===== src/rtl/controle_painel.sv =====
// Scrolling-panel controller: debounced-edge buttons, tick divider, mode FSM driving {ch1,ch0}.
// Define CONTROLE_PAINEL_BOUNCE_EN for ping-pong scrolling instead of wrap-around.
module controle_painel #(
  parameter int DIV  = 4,
  parameter int COLS = 8
) (
  input  logic       CLK,
  input  logic       RSTn,
  input  logic       btn_modo,
  input  logic       btn_pausa,
  output logic       ch0,
  output logic       ch1,
  output logic [7:0] pos,
  output logic [2:0] estado
);

  typedef enum logic [2:0] {
    IDLE   = 3'd0,
    LOAD   = 3'd1,
    RUN_RL = 3'd2,
    RUN_LR = 3'd3,
    PAUSE  = 3'd4
  } state_t;

  typedef enum logic [1:0] {DIR_NONE, DIR_RL, DIR_LR} dir_t;

  localparam logic [15:0] DIV_LAST = 16'(DIV - 1);
  localparam logic [7:0]  POS_LAST = 8'(COLS - 1);

  state_t      state_q, state_d;
  dir_t        dir_q, dir_d;
  logic [1:0]  modo_sync_q, modo_sync_d, pausa_sync_q, pausa_sync_d;
  logic        modo_prev_q, modo_prev_d, pausa_prev_q, pausa_prev_d;
  logic [15:0] cnt_q, cnt_d;
  logic [7:0]  pos_q, pos_d;
  logic        up_q, up_d;
  logic [1:0]  ch_q, ch_d;
  logic        modo_edge, pausa_edge, run, run_d, tick, tick_d, flip_d;

  always_comb begin
    modo_sync_d  = {modo_sync_q[0], btn_modo};
    pausa_sync_d = {pausa_sync_q[0], btn_pausa};
    modo_prev_d  = modo_sync_q[1];
    pausa_prev_d = pausa_sync_q[1];
    modo_edge    = modo_sync_q[1] & ~modo_prev_q;
    pausa_edge   = pausa_sync_q[1] & ~pausa_prev_q;
    run          = (state_q == RUN_RL) || (state_q == RUN_LR);
    tick         = run && (cnt_q == DIV_LAST);

    state_d = state_q;
    pos_d   = pos_q;
    up_d    = up_q;
    dir_d   = dir_q;

    case (state_q)
      IDLE: if (modo_edge) state_d = LOAD;
      LOAD: state_d = (dir_q == DIR_RL) ? RUN_LR : RUN_RL;
      RUN_RL, RUN_LR: begin
        if (modo_edge) state_d = LOAD;
        else if (pausa_edge) state_d = PAUSE;
        else if (tick) begin
`ifdef CONTROLE_PAINEL_BOUNCE_EN
          if (up_q ? (pos_q == POS_LAST) : (pos_q == 8'd0)) begin
            state_d = (state_q == RUN_RL) ? RUN_LR : RUN_RL;
            up_d    = ~up_q;
            pos_d   = up_q ? pos_q - 8'd1 : pos_q + 8'd1;
          end else begin
            pos_d = up_q ? pos_q + 8'd1 : pos_q - 8'd1;
          end
`else
          pos_d = (pos_q == POS_LAST) ? 8'd0 : pos_q + 8'd1;
`endif
        end
      end
      PAUSE: begin
        if (modo_edge) state_d = LOAD;
        else if (pausa_edge) state_d = (dir_q == DIR_LR) ? RUN_LR : RUN_RL;
      end
      default: state_d = IDLE;
    endcase

    if (state_d == LOAD) begin
      pos_d = 8'd0;
      up_d  = 1'b1;
    end
    if (state_d == RUN_RL) dir_d = DIR_RL;
    if (state_d == RUN_LR) dir_d = DIR_LR;

    // Counter restarts whenever a run is entered from LOAD or PAUSE.
    run_d  = (state_d == RUN_RL) || (state_d == RUN_LR);
    cnt_d  = (run && run_d) ? ((cnt_q == DIV_LAST) ? 16'd0 : cnt_q + 16'd1) : 16'd0;
    tick_d = run_d && (cnt_d == DIV_LAST);

    // Registered outputs look ahead one cycle; an end-of-scroll tick already shows the new direction.
`ifdef CONTROLE_PAINEL_BOUNCE_EN
    flip_d = up_d ? (pos_d == POS_LAST) : (pos_d == 8'd0);
`else
    flip_d = 1'b0;
`endif
    ch_d = 2'b11;
    case (state_d)
      LOAD:    ch_d = 2'b00;
      RUN_RL:  if (tick_d) ch_d = flip_d ? 2'b10 : 2'b01;
      RUN_LR:  if (tick_d) ch_d = flip_d ? 2'b01 : 2'b10;
      default: ch_d = 2'b11;
    endcase
  end

  always_ff @(posedge CLK or negedge RSTn) begin
    if (!RSTn) begin
      state_q      <= IDLE;
      dir_q        <= DIR_NONE;
      modo_sync_q  <= 2'b00;
      pausa_sync_q <= 2'b00;
      modo_prev_q  <= 1'b0;
      pausa_prev_q <= 1'b0;
      cnt_q        <= 16'd0;
      pos_q        <= 8'd0;
      up_q         <= 1'b1;
      ch_q         <= 2'b11;
    end else begin
      state_q      <= state_d;
      dir_q        <= dir_d;
      modo_sync_q  <= modo_sync_d;
      pausa_sync_q <= pausa_sync_d;
      modo_prev_q  <= modo_prev_d;
      pausa_prev_q <= pausa_prev_d;
      cnt_q        <= cnt_d;
      pos_q        <= pos_d;
      up_q         <= up_d;
      ch_q         <= ch_d;
    end
  end

  assign ch0    = ch_q[0];
  assign ch1    = ch_q[1];
  assign pos    = pos_q;
  assign estado = state_q;

endmodule


===== config.mk =====
export PLATFORM = sky130hd
export DESIGN_NAME = controle_painel
export DESIGN_NICKNAME = d
export VERILOG_FILES = /design/src/rtl/controle_painel.sv
export SDC_FILE = /design/constraint.sdc
export NUM_CORES = 1
export LEC_CHECK = 0
export BUFFER_PORTS_ARGS = -buffer_cell sky130_fd_sc_hd__buf_2
export CAP_MARGIN = 30
export CORE_ASPECT_RATIO = 0.9
export CORE_MARGIN = 5
export CORE_UTILIZATION = 55
export CTS_BUF_LIST = sky130_fd_sc_hd__clkbuf_8
export DETAILED_ROUTE_END_ITERATION = 16
export MAX_ROUTING_LAYER = met4
export PLACE_DENSITY = 0.79
export SETUP_SLACK_MARGIN = 0.2
export SYNTH_ARGS = -nofsm -noshare
export SYNTH_HDL_FRONTEND = slang
export SYNTH_SLANG_ARGS = --single-unit

===== constraint.sdc =====
create_clock -name CLK -period 5.9 [get_ports CLK]
set_input_delay 0.295 -clock CLK [delete_from_list [all_inputs] [get_ports CLK]]
set_output_delay 0.295 -clock CLK [all_outputs]
set_load 0.02 [all_outputs]

### Word level (Yosys, flattened, before mapping)

Index checks and enable logic that the tools add are counted.

| storage, ports and cells | value |
|---|---|
| output and inout port bits | 13 |
| bits in latches | 0 |
| memories kept | 0 |
| register bits after elaboration | 37 |
| word-level logic and storage cells | 61 |
| memory bits (writable) | 0 |
| memory bits (read-only) | 0 |

| operators by class | value |
|---|---|
| shift-type cells | 0 |
| add/subtract/negate cells | 2 |
| bitwise operators | 4 |
| eq/ne operators | 14 |
| magnitude comparators | 0 |
| multipliers | 0 |
| muxes and demuxes | 21 |
| reductions and logical operators | 11 |
| divide/modulo/power cells | 0 |

Operators with widths:

| cell | count |
|---|---|
| 8-bit two-way mux | 6 |
| 16-bit by 2-bit equality test with 1-bit output (second input constant) | 2 |
| 16-bit two-way mux | 2 |
| 16-bit by 1-bit adder with 16-bit output (second input constant) | 1 |
| 3-bit two-way mux | 5 |
| 3-bit by 2-bit equality test with 1-bit output (second input constant) | 4 |
| 3-bit case mux with 4 select lines | 1 |
| 8-bit by 1-bit adder with 8-bit output (second input constant) | 1 |
| 8-bit by 3-bit equality test with 1-bit output (second input constant) | 1 |
| 3-bit by 1-bit equality test with 1-bit output (second input constant) | 2 |
| 2-bit two-way mux | 3 |
| 2-bit case mux with 3 select lines | 1 |
| 2-bit nonzero test | 3 |
| 2-bit by 1-bit != test with 1-bit output (second input constant) | 2 |
| 4-bit AND reduction | 1 |
| 3-bit equality test (second input constant) | 1 |
| 1-bit logical AND | 3 |
| 3-bit zero test | 1 |
| 1-bit two-way mux | 3 |
| 1-bit bitwise AND | 2 |
| 2-bit by 1-bit equality test with 1-bit output (second input constant) | 1 |
| 2-bit equality test (second input constant) | 1 |
| 1-bit logical OR | 2 |
| 1-bit NOT | 2 |
| 2-bit OR reduction | 1 |

### Depth between registers and ports, before layout

Gate-level depths: netlist of the first run.

| logic depth | value |
|---|---|
| depth after elaboration | 13 |
| mapped depth | 8 |

### Least setup slack after synthesis of the first run

Ideal clock, no wire load.

| timing | value |
|---|---|
| kind | reg2reg |
| from | register cnt_q[0] |
| to | register ch_q[1] |
| clock period less this slack | 1913 ps |
| stages on the path, launching flop included | 9 |
| setup time | 100 ps |
| arrival time | 1813 ps |
| required time | 5800 ps |
| path slack | 3987 ps |
| cells stage by stage | dfrtp_1 -> ha_1 -> and4_1 -> buf_2 -> nand4_1 -> mux2i_1 -> nand4_1 -> a311oi_1 -> a31oi_1 |

| between the ends | value |
|---|---|
| word-level cells in the longest chain between the ends | 7 |
| elaborated cells between the ends (all ways) | 8 |

Ends and longest elaborated chain:

| element | line | RTL |
|---|---|---|
| from (decl) | 34 | `logic [15:0] cnt_q, cnt_d;` |
| from (signal assigned) | 128 | `cnt_q <= cnt_d;` |
| 16-bit by 1-bit adder with 16-bit output / 16-bit by 2-bit equality test with 1-bit output (equally long branches) | 91 | `cnt_d = (run && run_d) ? ((cnt_q == DIV_LAST) ? 16'd0 : cnt_q + 16'd1) : 16'd0;` |
| 16-bit two-way mux * (2 in series) | 91 |  |
| 16-bit by 2-bit equality test with 1-bit output * | 92 | `tick_d = run_d && (cnt_d == DIV_LAST);` |
| 1-bit logical AND * | 92 |  |
| 2-bit two-way mux * | 103 | `RUN_RL: if (tick_d) ch_d = flip_d ? 2'b10 : 2'b01;` |
| 2-bit case mux with 3 select lines * | 101 | `case (state_d)` |
| via ch_d[1] | 37 | `logic [1:0] ch_q, ch_d;` |
| to (signal assigned) | 131 | `ch_q <= ch_d;` |
| to (decl) | 37 |  |

The timed path passes the listed nets; every way through them passes the cells marked *.
A chain may end at the register's enable or synchronous reset.

### Worst setup path after layout of the first run

| timing | value |
|---|---|
| from | register cnt_q[0] |
| to | register pos_q[7] (netlist: pos[7]) |

| between the ends | value |
|---|---|
| word-level cells in the longest chain between the ends | 4 |

Ends and longest elaborated chain:

| element | line | RTL |
|---|---|---|
| 16-bit by 2-bit equality test with 1-bit output | 48 | `tick = run && (cnt_q == DIV_LAST);` |
| 1-bit logical AND | 48 |  |
| 2-bit nonzero test (no line) | n/a |  |
| 4-bit AND reduction (no line) | n/a |  |
| to (signal assigned) | 129 | `pos_q <= pos_d;` |
| to (decl) | 35 | `logic [7:0] pos_q, pos_d;` |

No other way between the ends.

==> impl_metrics.py, run 1 <==
metrics = {
    "synth": {
        "syn_inst": 194,
        "yosysMostFrequentCell": "dfrtp_1",
        "ys_types": 51,
        "ys_async_sr_fraction_pct": 100.0,
        "ys_top_cells_by_area": "dfrtp_1, xor2_1, nor2_1, nand4_1, dfstp_2",
        "ys_seq_elements": 37,
        "synth_nets": 200,
        "synth_edf_count": 0,
        "synth_top_cell_area_share_pct": 44.99,
        "synth_top_flop_cell": "dfrtp_1",
        "synth_commonest_cells": "dfrtp_1, nor2_1, xor2_1, nand2_1, nand4_1",
        "netlist_area_um2": 1947,
        "synth_top_area_cell": "dfrtp_1",
        "yosysSeqAreaShare_pct": 47.69,
        "syn_area_per_cell_um2": 10.04,
        "yosys_warnings": 0,
    },
    "timing": {
        "fmax_mhz": 456.1,
        "fin_skew_ns": 0.01045,
        "fin_crit_sh_pct": 37.16,
        "setup-violations-final": 0,
        "final.setup.tns_ns": 0,
        "post-route-min-period_ns": 2.193,
        "hold_violations": 0,
        "layout_setup_ws_ns": 3.707,
        "drv_slew": 0,
        "worstMarginPinSlew_ns": 0.7951,
        "max_slew_margin_pct": 46.99,
        "holdWs_ns": 0.08353,
        "rsz0062_at_grt": "false",
    },
    "floorplan": {
        "die_w_um": 72.72,
        "io_pins": 17,
        "num_rows": 20,
        "dieHeight_um": 66.45,
        "core-area_um2": 3403,
        "start_util_pct": 57.21,
        "die_area_um2": 4832,
    },
    "placed_design": {
        "port_buffers": 16,
        "place_hpwl_um": 2694,
        "pre_cts_slack_ns": 3.750,
        "place.gp.congestion": 0.8710,
        "post_dp_cell_area_um2": 2018,
        "place_inst": 245,
    },
    "layout": {
        "fin_nets": 214,
        "stdcell_count": 253,
        "final_area_um2": 2156,
        "antennaDiodeCount": 0,
        "layout-drive-gt1-share_pct": 18.18,
        "final_util_pct": 63.35,
        "syn_to_final_growth_pct": 10.73,
    },
    "worst_setup_path": {
        "critical_path_class": "reg -> reg",
        "arrival_ns": 2.42,
        "worstSetupStartpointType": "flop",
        "worstRegToRegCells": 7,
        "rrSetupSlack_ns": 3.71,
        "endpoint_kind": "flop",
        "required_ns": 6.12,
        "crit_fanout": 6,
    },
    "grt": {
        "antenna_found_initial": 0,
        "grt_pass1_wl_um": 6465,
        "grt_max_degree": 38,
        "grt_pass1_vias": 1381,
        "grtUsageTotal_pct": 18.16,
        "grt_overflow": 0,
    },
    "clock_tree": {
        "numClockSinks": 37,
        "post_cts_buffers": 0,
        "postCtsHoldBufs": 0,
        "clkLatencyLatePin_ns": 0.30,
        "htreeDepth": 2,
        "path_clk_slew_ns": 0.08,
        "cts_buffers": 5,
        "cts.repair.resized": 0,
        "clock_path_buffers": 2,
        "root_buffer": "clkbuf_8",
        "cts_tree": "yes",
    },
    "route": {
        "wire_per_inst_um": 15.27,
        "via_per_inst": 5.877,
        "drtIter0Drc": 84,
        "firstDrtPassIters": 4,
        "drtAntennaViolNets": 0,
        "routed_wl_um": 3863,
        "vias": 1487,
        "drc_errors": 0,
    },
    "run_status": {
        "status": "finished clean",
    },
    "run": {
        "max_cap_violations": 0,
    },
    "power_and_ir_drop": {
        "powerDensity_nw_per_um2": 326.4,
        "leakage_nw": 0.9491,
        "finalPower_uw": 703.6,
        "ir_worst_vdd_v": 0.0001944,
    },
    "worst_hold_path": {
        "hold_path.class": "in -> async",
    },
}
[worst max-delay path, cell delays in order (launching register included)]
cell and delay (ns):
dfrtp_1 0.39, ha_1 0.28, nor4b_2 0.33, nand4_2 0.25, nor2_2 0.27, nand2_2 0.10, or3_1 0.35, a21oi_1 0.15
[power by group]
part	internal [mW]	switching (mW)	total, mW
combinational	0.0422	0.0949	0.137
clock	0.170	0.0956	0.266
sequential	0.280	0.0209	0.301
[layout make-up]
| type | instances | area [um2] |
|---|---|---|
| clock buffers | 5 | 68.82 |
| clock inverters | 3 | 68.82 |
| fillers | 276 | 1247 |
| inverters | 2 | 7.507 |
| multi-input cells | 146 | 947.2 |
| flip-flops and latches | 37 | 928.4 |
| well taps | 44 | 55.05 |
| repair buffers | 16 | 80.08 |
[sequential cells by signal, summed over array words and instances (netlist names)]
register / flops
pausa_sync_q: 2
pausa_prev_q: 1
dir_q: 2
estado: 3
modo_prev_q: 1
modo_sync_q: 2
cnt_q: 16
pos: 8
ch_q: 2
[layer usage]
| metal | routed length, um | up-vias | share of wire (%) | track usage (%) |
|---|---|---|---|---|
| met2 | 1834 | 46 | 47 | 27.14 |
| met5 | 0 | - | 0 | - |
| li1 | - | 727 | - | - |
| met4 | 28 | 0 | 0.72 | 5.530 |
| met1 | 1784 | 710 | 46 | 23.60 |
| met3 | 217 | 4 | 5.6 | 5.775 |
[worst paths after layout]
| path | startpoint | to |
|---|---|---|
| min in group CLK | btn_modo | modo_sync_q[0] |
| worst max register to register | cnt_q[0] | pos[7] |
| worst min-delay path | RSTn | cnt_q[5] |
| max in group asynchronous | RSTn | cnt_q[3] |
| worst min register to register | pausa_sync_q[0] | pausa_sync_q[1] |
| worst max-delay path | cnt_q[0] | pos[7] |
[placed cells by master (no fill, tap or decap), types with 3 or more instances in the layout]
master and instances:
nor3_1 5, and3_1 7, clkbuf_8 5, xor2_1 14
buf_2 16, nand2b_1 3, nor2b_1 3, a21oi_1 10
xnor2_1 5, nand3_1 8, nand2_1 11, dfrtp_1 35
and4_1 4, nand4_1 11, nor2_1 24
[cells by family (layout without fill, tap and decap cells)]
logic type | Yosys count | count (layout) | synth area share [%]
AOI/OAI and AO/OA | 27 | 27 | 8.612
xor gates and xnor gates | 19 | 19 | 8.548
adders and majority gates | 2 | 2 | 1.285
buffers and inverters | 11 | 26 | 3.663
DFF | 37 | 37 | 47.69
muxes | 2 | 2 | 1.093
and+or+nand+nor | 96 | 96 | 29.11
No activity file was read; power rests on OpenSTA's default activity.
==> run 2: changes to the inputs <==
Clock period 5.9 ns to 2.1 ns, I/O delays scaled along.
==> run 2 against run 1 <==
Compared with the run above:
- combinational power grew to 3.3 times the previous value
- first-iteration DRC count is 4.8% higher
- sequential share of layout area is 3.5 points lower
- register-to-register slack worse by 3.6 ns
- critical path type unchanged
- highest routed layer unchanged
- clock-buffer cell count is 1 higher
- global-route usage up 3.1 points
- via count increased by 9.0%
==> impl_metrics.py, run 2 (synthesis results as in run 1) <==
metrics = {
    "worst_setup_path": {
        "arrival_ns": 2.20,
        "endpoint_kind": "flop",
        "required_ns": 2.30,
        "crit_fanout": 7,
        "worstSetupStartpointType": "flop",
        "critical_path_class": "reg -> reg",
    },
    "clock_tree": {
        "root_buffer": "clkbuf_8",
        "htreeDepth": 2,
        "path_clk_slew_ns": 0.08,
        "numClockSinks": 37,
        "cts_tree": "yes",
        "clkLatencyLatePin_ns": 0.30,
        "clock_path_buffers": 2,
        "cts_buffers": 5,
    },
    "layout": {
        "fillers": 260,
        "antennaDiodeCount": 0,
        "largest_reg_flops": 16,
        "mostFrequentLayoutCell": "dfrtp_1",
        "fin_nets": 233,
        "multi_input_area_um2": 1041,
        "syn_to_final_growth_pct": 21.59,
        "regMostFlops": "cnt_q",
        "layout-drive-gt1-share_pct": 31.14,
        "layout_common_cells": "dfrtp_1, nor2_1, buf_2, buf_4, xor2_1",
        "regArea_um2": 935.9,
    },
    "timing": {
        "hold_violations": 0,
        "fmax_mhz": 501.9,
        "drv_slew": 0,
        "max_slew_margin_pct": 45.06,
        "setup-violations-final": 0,
        "fin_skew_ns": 0.01120,
        "post-route-min-period_ns": 1.992,
        "worstMarginPinSlew_ns": 0.8241,
        "final.setup.tns_ns": 0,
        "fin_crit_sh_pct": 94.88,
        "rsz0062_at_grt": "true",
        "layout_setup_ws_ns": 0.1076,
    },
    "route": {
        "drc_errors": 0,
        "drtIter0Drc": 88,
        "drtAntennaViolNets": 0,
        "via_per_inst": 5.960,
        "routed_wl_um": 4599,
        "vias": 1621,
        "firstDrtPassIters": 4,
        "wire_per_inst_um": 16.91,
    },
    "floorplan": {
        "start_util_pct": 57.21,
        "die_w_um": 72.72,
        "core-area_um2": 3403,
        "num_rows": 20,
        "dieHeight_um": 66.45,
        "io_pins": 17,
        "die_area_um2": 4832,
    },
    "grt": {
        "grt_pass1_vias": 1610,
        "antenna_found_initial": 0,
        "grt_pass1_wl_um": 7541,
        "grt_max_degree": 38,
        "grtUsageTotal_pct": 21.23,
        "grt_overflow": 0,
    },
    "power_and_ir_drop": {
        "powerDensity_nw_per_um2": 765.8,
        "leakage_nw": 1.026,
        "finalPower_mw": 1.813,
        "ir_worst_vdd_v": 0.0004550,
    },
    "placed_design": {
        "place.gp.congestion": 0.8933,
        "place_hpwl_um": 2895,
        "port_buffers": 16,
        "pre_cts_slack_ns": 0.03774,
    },
    "worst_hold_path": {
        "hold_path.class": "reg -> reg",
    },
    "run": {
        "max_cap_violations": 0,
    },
    "run_status": {
        "status": "finished clean",
    },
}
run 2: cell count changes in the layout (fill, tap and decap cells not counted), moves of 3 or more:
cell / delta
dfrtp_2: +6
dfrtp_1: -6
buf_4: +15
dlygate4sd3_1: +3
run 2: report_power, final:
part	internal [mW]	leakage, nW	switching (mW)	total, mW
Clock	0.262	0.0486	0.254	0.515
Combinational	0.155	0.500	0.295	0.451
Sequential	0.787	0.478	0.0595	0.847
Total	1.20	1.03	0.608	1.81
run 2: area by class of cell:
class | count | share of cell area, %
clock buffers | 6 | 3.488
multi-input cells | 146 | 43.97
clock inverters | 2 | 0.4757
well taps | 44 | 2.326
repair buffers | 35 | 9.884
flip-flops and latches | 37 | 39.53
inverters | 2 | 0.3171
run 2: worst max-delay path, stage by stage, from the launching register on:
cell      delay, ns
dfrtp_1        0.45
and3_2         0.32
nand3_4        0.10
o31ai_1        0.40
nand4_1        0.17
a311oi_2       0.31
a31oi_1        0.14
run 2: timing repair:
item                       CTS  global route
gates resized for setup      8            18
hold endpoints to repair    37             0
hold buffers                 3             0
pin swaps                    4             6
setup endpoints to repair    8             9
setup buffers                5             3
run 2: stage by stage:
stage               std cells  util [%]  hold slack (ns)  area, um2
finish                    272     69.56           0.3555       2367
global route              272     69.56           0.3614       2367
CTS                       269     67.06           0.3579       2282
detailed placement        253     61.32           0.2196       2087
global placement          253     61.32           0.2158       2087
floorplan                 194         -          -0.1906       1956
run 2: final timing paths:
path	from	end	slack, ns	cells past startpoint
setup reg to reg	cnt_q[2]	ch_q[1]	0.11	6
max in group asynchronous	RSTn	cnt_q[6]	1.08	2
hold reg to reg	pausa_sync_q[0]	pausa_sync_q[1]	0.36	0
setup / recovery	cnt_q[2]	ch_q[1]	0.11	6
min in group asynchronous	RSTn	pausa_sync_q[1]	0.43	2
hold / removal	pausa_sync_q[0]	pausa_sync_q[1]	0.36	0
run 2: per-layer routing:
metal | wire length (um) | vias to the layer above | track usage (%)
met5 | 0 | - | -
met4 | 131 | 0 | 9.217
met3 | 191 | 12 | 6.687
met2 | 2323 | 37 | 33.11
met1 | 1953 | 814 | 25.29
li1 | - | 758 | -
